### src/rtl/st_packet_generator_if.sv
// rtl/st_packet_generator_if.sv - Avalon-ST source bundle (256-bit data, 4-bit channel).
interface st_packet_generator_if;
  logic [3:0]   channel;
  logic [255:0] data;
  logic         startofpacket;
  logic         endofpacket;
  logic         valid;
  logic         ready;
  logic [4:0]   empty;

  modport master (
    output channel, data, startofpacket, endofpacket, valid, empty,
    input  ready
  );

  modport slave (
    input  channel, data, startofpacket, endofpacket, valid, empty,
    output ready
  );
endinterface

### src/rtl/st_packet_generator.sv
// rtl/st_packet_generator.sv - fixed-length test-frame source: 32-bit seq header then byte-index pattern.
// Optional inter-packet gap of IDLE_CYCLES enabled by ST_PACKET_GENERATOR_IDLE_GAP_EN.
module st_packet_generator #(
  parameter int CHANNEL     = 0,
  parameter int PKT_BYTES   = 100,
  parameter int IDLE_CYCLES = 4
) (
  input  logic                  clk,
  input  logic                  reset,
  st_packet_generator_if.master st_out
);
  localparam int             NBEATS = (PKT_BYTES + 31) / 32;
  localparam int             BW     = (NBEATS > 1) ? $clog2(NBEATS) : 1;
  localparam logic [BW-1:0]  LAST   = BW'(NBEATS - 1);
  localparam logic [4:0]     EMPTY  = 5'(NBEATS * 32 - PKT_BYTES);

  if (PKT_BYTES < 4 || PKT_BYTES > 2048 || IDLE_CYCLES < 0) begin : g_bad_param
    $error("st_packet_generator: illegal PKT_BYTES or IDLE_CYCLES");
  end

  logic [31:0]   r_seq;
  logic [BW-1:0] r_beat;
  logic          r_valid;
  logic          r_sop;
  logic          r_eop;
  logic [255:0]  r_data;
  logic [4:0]    r_empty;
`ifdef ST_PACKET_GENERATOR_IDLE_GAP_EN
  logic [15:0]   r_gap;
`endif

  logic          w_xfer;
  logic          w_last;
  logic [31:0]   w_pos_seq;
  logic [BW-1:0] w_pos_beat;
  logic          w_pos_eop;

  // r_seq/r_beat always name the beat that is (or will next be) presented.
  assign w_xfer     = r_valid && st_out.ready;
  assign w_last     = (r_beat == LAST);
  assign w_pos_seq  = (w_xfer && w_last) ? r_seq + 32'd1 : r_seq;
  assign w_pos_beat = w_xfer ? (w_last ? '0 : r_beat + BW'(1)) : r_beat;
  assign w_pos_eop  = (w_pos_beat == LAST);

  function automatic logic [255:0] beat_data(input logic [31:0] seq, input logic [BW-1:0] beat);
    logic [255:0] d;
    int           idx;
    d = '0;
    for (int j = 0; j < 32; j++) begin
      idx = int'(beat) * 32 + j;
      if (idx < 4)
        d[255-8*j -: 8] = seq[31-8*idx -: 8];
      else if (idx < PKT_BYTES)
        d[255-8*j -: 8] = 8'(idx);
    end
    return d;
  endfunction

  always_ff @(posedge clk) begin
    if (reset) begin
      r_seq   <= '0;
      r_beat  <= '0;
      r_valid <= 1'b0;
      r_sop   <= 1'b0;
      r_eop   <= 1'b0;
      r_data  <= '0;
      r_empty <= '0;
`ifdef ST_PACKET_GENERATOR_IDLE_GAP_EN
      r_gap   <= '0;
`endif
    end else begin
      if (w_xfer) begin
        r_seq  <= w_pos_seq;
        r_beat <= w_pos_beat;
      end
`ifdef ST_PACKET_GENERATOR_IDLE_GAP_EN
      if (w_xfer && r_eop && IDLE_CYCLES > 0) begin
        // The cycle after the eop transfer is the first gap cycle.
        r_valid <= 1'b0;
        r_gap   <= 16'(IDLE_CYCLES - 1);
      end else if (!r_valid && r_gap != '0) begin
        r_gap   <= r_gap - 16'd1;
      end else
`endif
      if (w_xfer || !r_valid) begin
        r_valid <= 1'b1;
        r_sop   <= (w_pos_beat == '0);
        r_eop   <= w_pos_eop;
        r_empty <= w_pos_eop ? EMPTY : 5'd0;
        r_data  <= beat_data(w_pos_seq, w_pos_beat);
      end
    end
  end

  assign st_out.channel       = 4'(CHANNEL);
  assign st_out.valid         = r_valid;
  assign st_out.startofpacket = r_sop;
  assign st_out.endofpacket   = r_eop;
  assign st_out.data          = r_data;
  assign st_out.empty         = r_empty;
endmodule

### src/flat_wrapper.sv
// flat-port wrapper written by rule: the top's interface ports become plain ports
module st_packet_generator_flat 
#(
  parameter int CHANNEL     = 0,
  parameter int PKT_BYTES   = 100,
  parameter int IDLE_CYCLES = 4
)
  (clk, reset, st_out_channel, st_out_data, st_out_startofpacket, st_out_endofpacket, st_out_valid, st_out_empty, st_out_ready);
  st_packet_generator_if st_out_i ();
  input  logic clk;
  input  logic reset;
  output wire logic [$bits(st_out_i.channel)-1:0] st_out_channel;
  output wire logic [$bits(st_out_i.data)-1:0] st_out_data;
  output wire logic [$bits(st_out_i.startofpacket)-1:0] st_out_startofpacket;
  output wire logic [$bits(st_out_i.endofpacket)-1:0] st_out_endofpacket;
  output wire logic [$bits(st_out_i.valid)-1:0] st_out_valid;
  output wire logic [$bits(st_out_i.empty)-1:0] st_out_empty;
  input wire logic [$bits(st_out_i.ready)-1:0] st_out_ready;
  assign st_out_channel = st_out_i.channel;
  assign st_out_data = st_out_i.data;
  assign st_out_startofpacket = st_out_i.startofpacket;
  assign st_out_endofpacket = st_out_i.endofpacket;
  assign st_out_valid = st_out_i.valid;
  assign st_out_empty = st_out_i.empty;
  assign st_out_i.ready = st_out_ready;
  st_packet_generator #(.CHANNEL(CHANNEL), .PKT_BYTES(PKT_BYTES), .IDLE_CYCLES(IDLE_CYCLES)) u_core (.clk(clk), .reset(reset), .st_out(st_out_i));
endmodule
### config.mk
export PLATFORM = sky130hd
export DESIGN_NAME = st_packet_generator_flat
export DESIGN_NICKNAME = d
export VERILOG_FILES = /design/src/rtl/st_packet_generator_if.sv /design/src/rtl/st_packet_generator.sv /design/src/flat_wrapper.sv
export SDC_FILE = /design/constraint.sdc
export NUM_CORES = 1
export LEC_CHECK = 0
export BUFFER_PORTS_ARGS = -buffer_cell sky130_fd_sc_hd__buf_2
export CAP_MARGIN = 20
export CORE_MARGIN = 2
export CORE_UTILIZATION = 40
export DETAILED_ROUTE_END_ITERATION = 6
export PLACE_DENSITY = 0.82
export SYNTH_ARGS = -nofsm -noshare
export SYNTH_HDL_FRONTEND = slang
export SYNTH_SLANG_ARGS = --single-unit
### constraint.sdc
create_clock -name clk -period 2.1 [get_ports clk]
set_input_delay 0.21 -clock clk [delete_from_list [all_inputs] [get_ports clk]]
set_output_delay 0.21 -clock clk [all_outputs]
set_load 0.05 [all_outputs]
* Word level (Yosys, flattened, before mapping)
Cells that the tools add are included.
** Cells by class
- Reductions and logical operators :: 5
- Order comparisons :: 64
- Add/sub/neg operators :: 65
- Multiplexer cells :: 68
- Equality and inequality tests :: 2
- Shift operators :: 32
** Operators by type and width (number)
- $shiftx 39x32->8 :: 32
- $lt 32x4->1 const B :: 31
- $lt 32x8->1 const B :: 31
- $sub 6x32->32 const A :: 31
- $mux 8 :: 63
- $add 7x5->8 const B :: 16
- $add 7x4->8 const B :: 8
- $add 32x1->32 const B :: 1
- $add 7x3->8 const B :: 4
- $mux 32 :: 1
- $add 7x2->8 const B :: 2
- $sub 5x10->11 const A :: 1
- $add 7x1->8 const B :: 1
- $lt 7x3->1 const B :: 1
- $lt 7x7->1 const B :: 1
- $mux 7 :: 1
- $mux 5 :: 1
- $eq 2x2->1 const B :: 2
- $mux 2 :: 2
- $add 2x1->2 const B :: 1
- $logic_and 1x1->1 :: 2
- $logic_not 2->1 :: 1
- $logic_not 1->1 :: 1
- $logic_or 1x1->1 :: 1
** Storage, ports and cells
- Input bits :: 3
- Register bits :: 298
- Word-level logic and storage cells :: 243
- Output and inout port bits :: 268

* Depth between registers and ports, before layout
- Word-level depth :: 7
- Gate-level depth with buffers :: 7
- Mapped depth without buffers :: 6

* Least setup slack after synthesis
Ideal clock, no wire load.
- Kind :: reg2out
- From :: reg u_core.st_out.data[218] (netlist name)
- To :: out st_out_data[100]
- Setup slack :: -0.359 ns
- Path buffers :: 1
- Arrival :: 2.249 ns
- Data required time :: 1.890 ns
- Cell stages (with the launch flop) :: 2
- Cell sequence :: dfxtp_1 -> buf_4
** RTL lines
- to (decl) :: line flat_wrapper.sv:13 : output wire logic [$bits(st_out_i.data)-1:0] st_out_data;

* Worst setup path after layout
- From :: reg u_core.r_beat[1]
- To :: reg u_core.r_data[254], in the netlist u_core.st_out.data[254]
** On the way
- Word-level cells in the longest chain between the ends :: 6
** RTL lines
- from (decl) :: line st_packet_generator.sv:22 : logic [BW-1:0] r_beat;
- from (signal assigned) :: line st_packet_generator.sv:74 : r_beat <= w_pos_beat;
- $add 2x1->2 / $eq 2x2->1 (equally long branches) :: line st_packet_generator.sv:42, st_packet_generator.sv:40
- $mux 2 (2 in a row) :: line st_packet_generator.sv:42 : assign w_pos_beat = w_xfer ? (w_last ? '0 : r_beat + BW'(1)) : r_beat;
- $sub 5x10->11 / $lt 7x7->1 (equally long branches) :: line st_packet_generator.sv:52, st_packet_generator.sv:53
- $shiftx 39x32->8 / $mux 7 (equally long branches) :: line st_packet_generator.sv:52, st_packet_generator.sv:53
- $mux 8 * :: line st_packet_generator.sv:51 : if (idx < 4)
- to (signal assigned) :: line st_packet_generator.sv:90 : r_data <= beat_data(w_pos_seq, w_pos_beat);
- to (decl) :: line st_packet_generator.sv:26 : logic [255:0] r_data;
Every way passes the cells marked *; elsewhere a longest branch is shown, timed or not.
A chain may end at the register's enable or synchronous reset.

==> metrics.cfg <==
[clock_tree]
cts-root-buf = clkbuf_16
htree_levels = 3
insertion_delay_ns = 0.33
cts_hold_buf = 0
clk_pin_slew_ns = 0.06
cts_sinks = 72
cts_buffers = 9
clockBufferDepth = 2
tritoncts = built

[critical_path]
start_kind = flip-flop
endpoint_kind = flip-flop
reg2regPathDepth = 6
critPathKind = flip-flop to flip-flop
critPathMaxFanout = 6
arrival_ns = 2.23
worst_ep_required_time_ns = 2.30

[global_route]
grt_max_degree = 51
grt_antenna_before_repair = 0
grt_pass1_wl_mm = 13.3
grt_usage = 0.134
first_global_vias = 2600
grt_overflow = 0

[detailed_routing]
vias = 3212
drtIter0Drc = 257
dr_wl_met3_microns = 594
drc = 0
met2_length_mm = 4.68
wl_mm = 8.91
wl_per_cell_microns = 11.8
highest-signal-layer = met4
drtPass1Iterations = 4
m1WireLength_mm = 3.48
antenna_left = 0
viasPerCell = 4.26

[synthesis]
ys_seq_area_frac = 0.313
synth_area_leader_cell = buf_4
async_flop_share = 0
synth_top_area_frac = 0.375
netlist_area_sq_mm = 0.00460
synth_edf_count = 0
synth_area_per_cell_sq_um = 8.35
yosysWarnings = 0
synthTopCellsByArea = buf_4, dfxtp_1, nor2_1
ys_ff_latch = 72
ys.flop_type = dfxtp_1
ys_types = 40
netlist_instances = 551

[place]
dpl.hpwl_mm = 6.44
portBuffers = 172
placed_area_sq_mm = 0.00439
gp_congestion = 0.866

[floorplan]
initial_core_util = 0.406
dieWidth_microns = 111
rows = 39
boundaryPins = 271
coreArea_sq_mm = 0.0113
die_h_microns = 111
dieArea_sq_mm = 0.0124

[power]
p_leak_nw = 2.38
p_per_area_mw_per_mm2 = 919
vdd_drop_max_mv = 0.524

[sta]
tns_ns = 0
setup_viol = 0
slew_viol_final = 0
finalHoldViolations = 0
fmax_mhz = 493
min_period_ns = 2.03
tightestPinTransition_ns = 0.684
relSlewSlack = 0.544
finalClockSkew_ns = 0.00454
min_period_over_period = 0.967

[run]
maxCapViolCount = 0

[cells_and_area]
nNetsFinal = 611
synthToLayoutAreaGrowth_pct = 2.26
n_fill_cell = 1115
final_cell_area_sq_mm = 0.00470
drive_above_1_share = 0.358
n_antenna_cell = 0

[hold_path]
min_path_cells = 2
hp-class = input pin to flip-flop

[outcome]
status = completed

[worst paths after layout]
path / from / to / slack (ns)
worst min-delay path: reset / u_core.r_seq[27] / 0.27
worst max register to register: u_core.r_beat[1] / u_core.st_out.data[254] / 0.07
worst min register to register: u_core.st_out.data[228] / u_core.st_out.data[228] / 0.44
worst max-delay path: u_core.r_beat[1] / u_core.st_out.data[254] / 0.07
[where the power goes]
part           leakage [nW]  total, W  internal, W  switching (W)
clock                 0.152   0.00154     0.000979       0.000559
sequential            0.585   0.00143      0.00139      0.0000363
combinational          1.65   0.00136     0.000162        0.00119
[what timing repair did]
item,in CTS,in global routing
endpoints found under the setup margin,0,6
gates resized for setup,0,1
buffers inserted,0,0
[layout by cell type, fill, tap and decap left out, types with 11 or more instances in the layout]
cell type	instances
nor2_1	47
xor2_1	16
buf_4	17
dfxtp_1	68
a21oi_1	11
buf_2	172
nand2_1	35
conb_1	98
nand3_1	15
nand4_1	11
o21ai_0	30
xnor2_1	12
[metal layers]
metal	up-vias	track usage
li1	1588	-
met1	1465	0.156
met2	146	0.240
met3	13	0.0273
met4	0	0.0510
met5	-	0
[synthesized netlist by cell type, types with 3 or more instances]
cell / count
dfxtp_1: 72
a21oi_1: 11
o21a_1: 4
o21ai_0: 30
nand2_1: 35
xnor2_1: 12
buf_4: 230
inv_1: 5
nand3_1: 15
mux2i_1: 4
clkbuf_1: 10
and4_1: 3
xor2_1: 16
nor3_1: 5
and2_1: 3
o32ai_1: 3
nor2_1: 47
nor4_1: 7
nand4_1: 11
[logic make-up (layout without fill, tap and decap cells)]
group | count (synthesis) | after routing | share of synthesized area
buffers and inverters | 248 | 211 | 0.392
AO/OA/AOI/OAI | 55 | 55 | 0.0691
other | 1 | 98 | 0.000815
flip-flops | 72 | 72 | 0.313
multiplexers | 5 | 5 | 0.0112
XOR/XNOR | 28 | 28 | 0.0533
AND/OR/NAND/NOR | 140 | 140 | 0.155
adder cells (fa/ha/maj) | 2 | 2 | 0.00544
[critical path, stage by stage (launching register included)]
cell and delay, ns:
dfxtp_2 0.39, ha_4 0.19, nand4_4 0.11, or4_4 0.59, nor4_4 0.30, xnor2_1 0.21, a211oi_2 0.11
[metrics by stage]
stage	instances	hold WS (ns)	power, W	utilization	setup slack, ns
finish	754	0.274	0.00433	0.416	0.0703
CTS	754	0.267	0.00434	0.415	0.0746
global placement	738	0.428	0.00281	0.388	0.133
detailed placement	738	0.436	0.00281	0.388	0.0929
global route	754	0.281	0.00444	0.416	-0.0222
floorplan	648	0.438	0.00296	-	0.0521
[cell type report]
class                           count  area [sq um]  area share
Multi-Input combinational cell    328          1740       0.370
Sequential cell                    72          1450       0.308
Timing Repair Buffer              190          1010       0.214
Clock buffer                       11           253      0.0537
Tap cell                          143           179      0.0380
Clock inverter                      5          53.8      0.0114
Inverter                            5          18.8     0.00399
[flip-flops by register name, indices dropped and copies added (netlist names)]
signal,count
u_core.r_seq,32
u_core.st_out.valid,1
u_core.r_beat,2
u_core.st_out.empty,1
u_core.st_out.startofpacket,1
u_core.st_out.data,35
No activity file was read; power rests on OpenSTA's default activity.
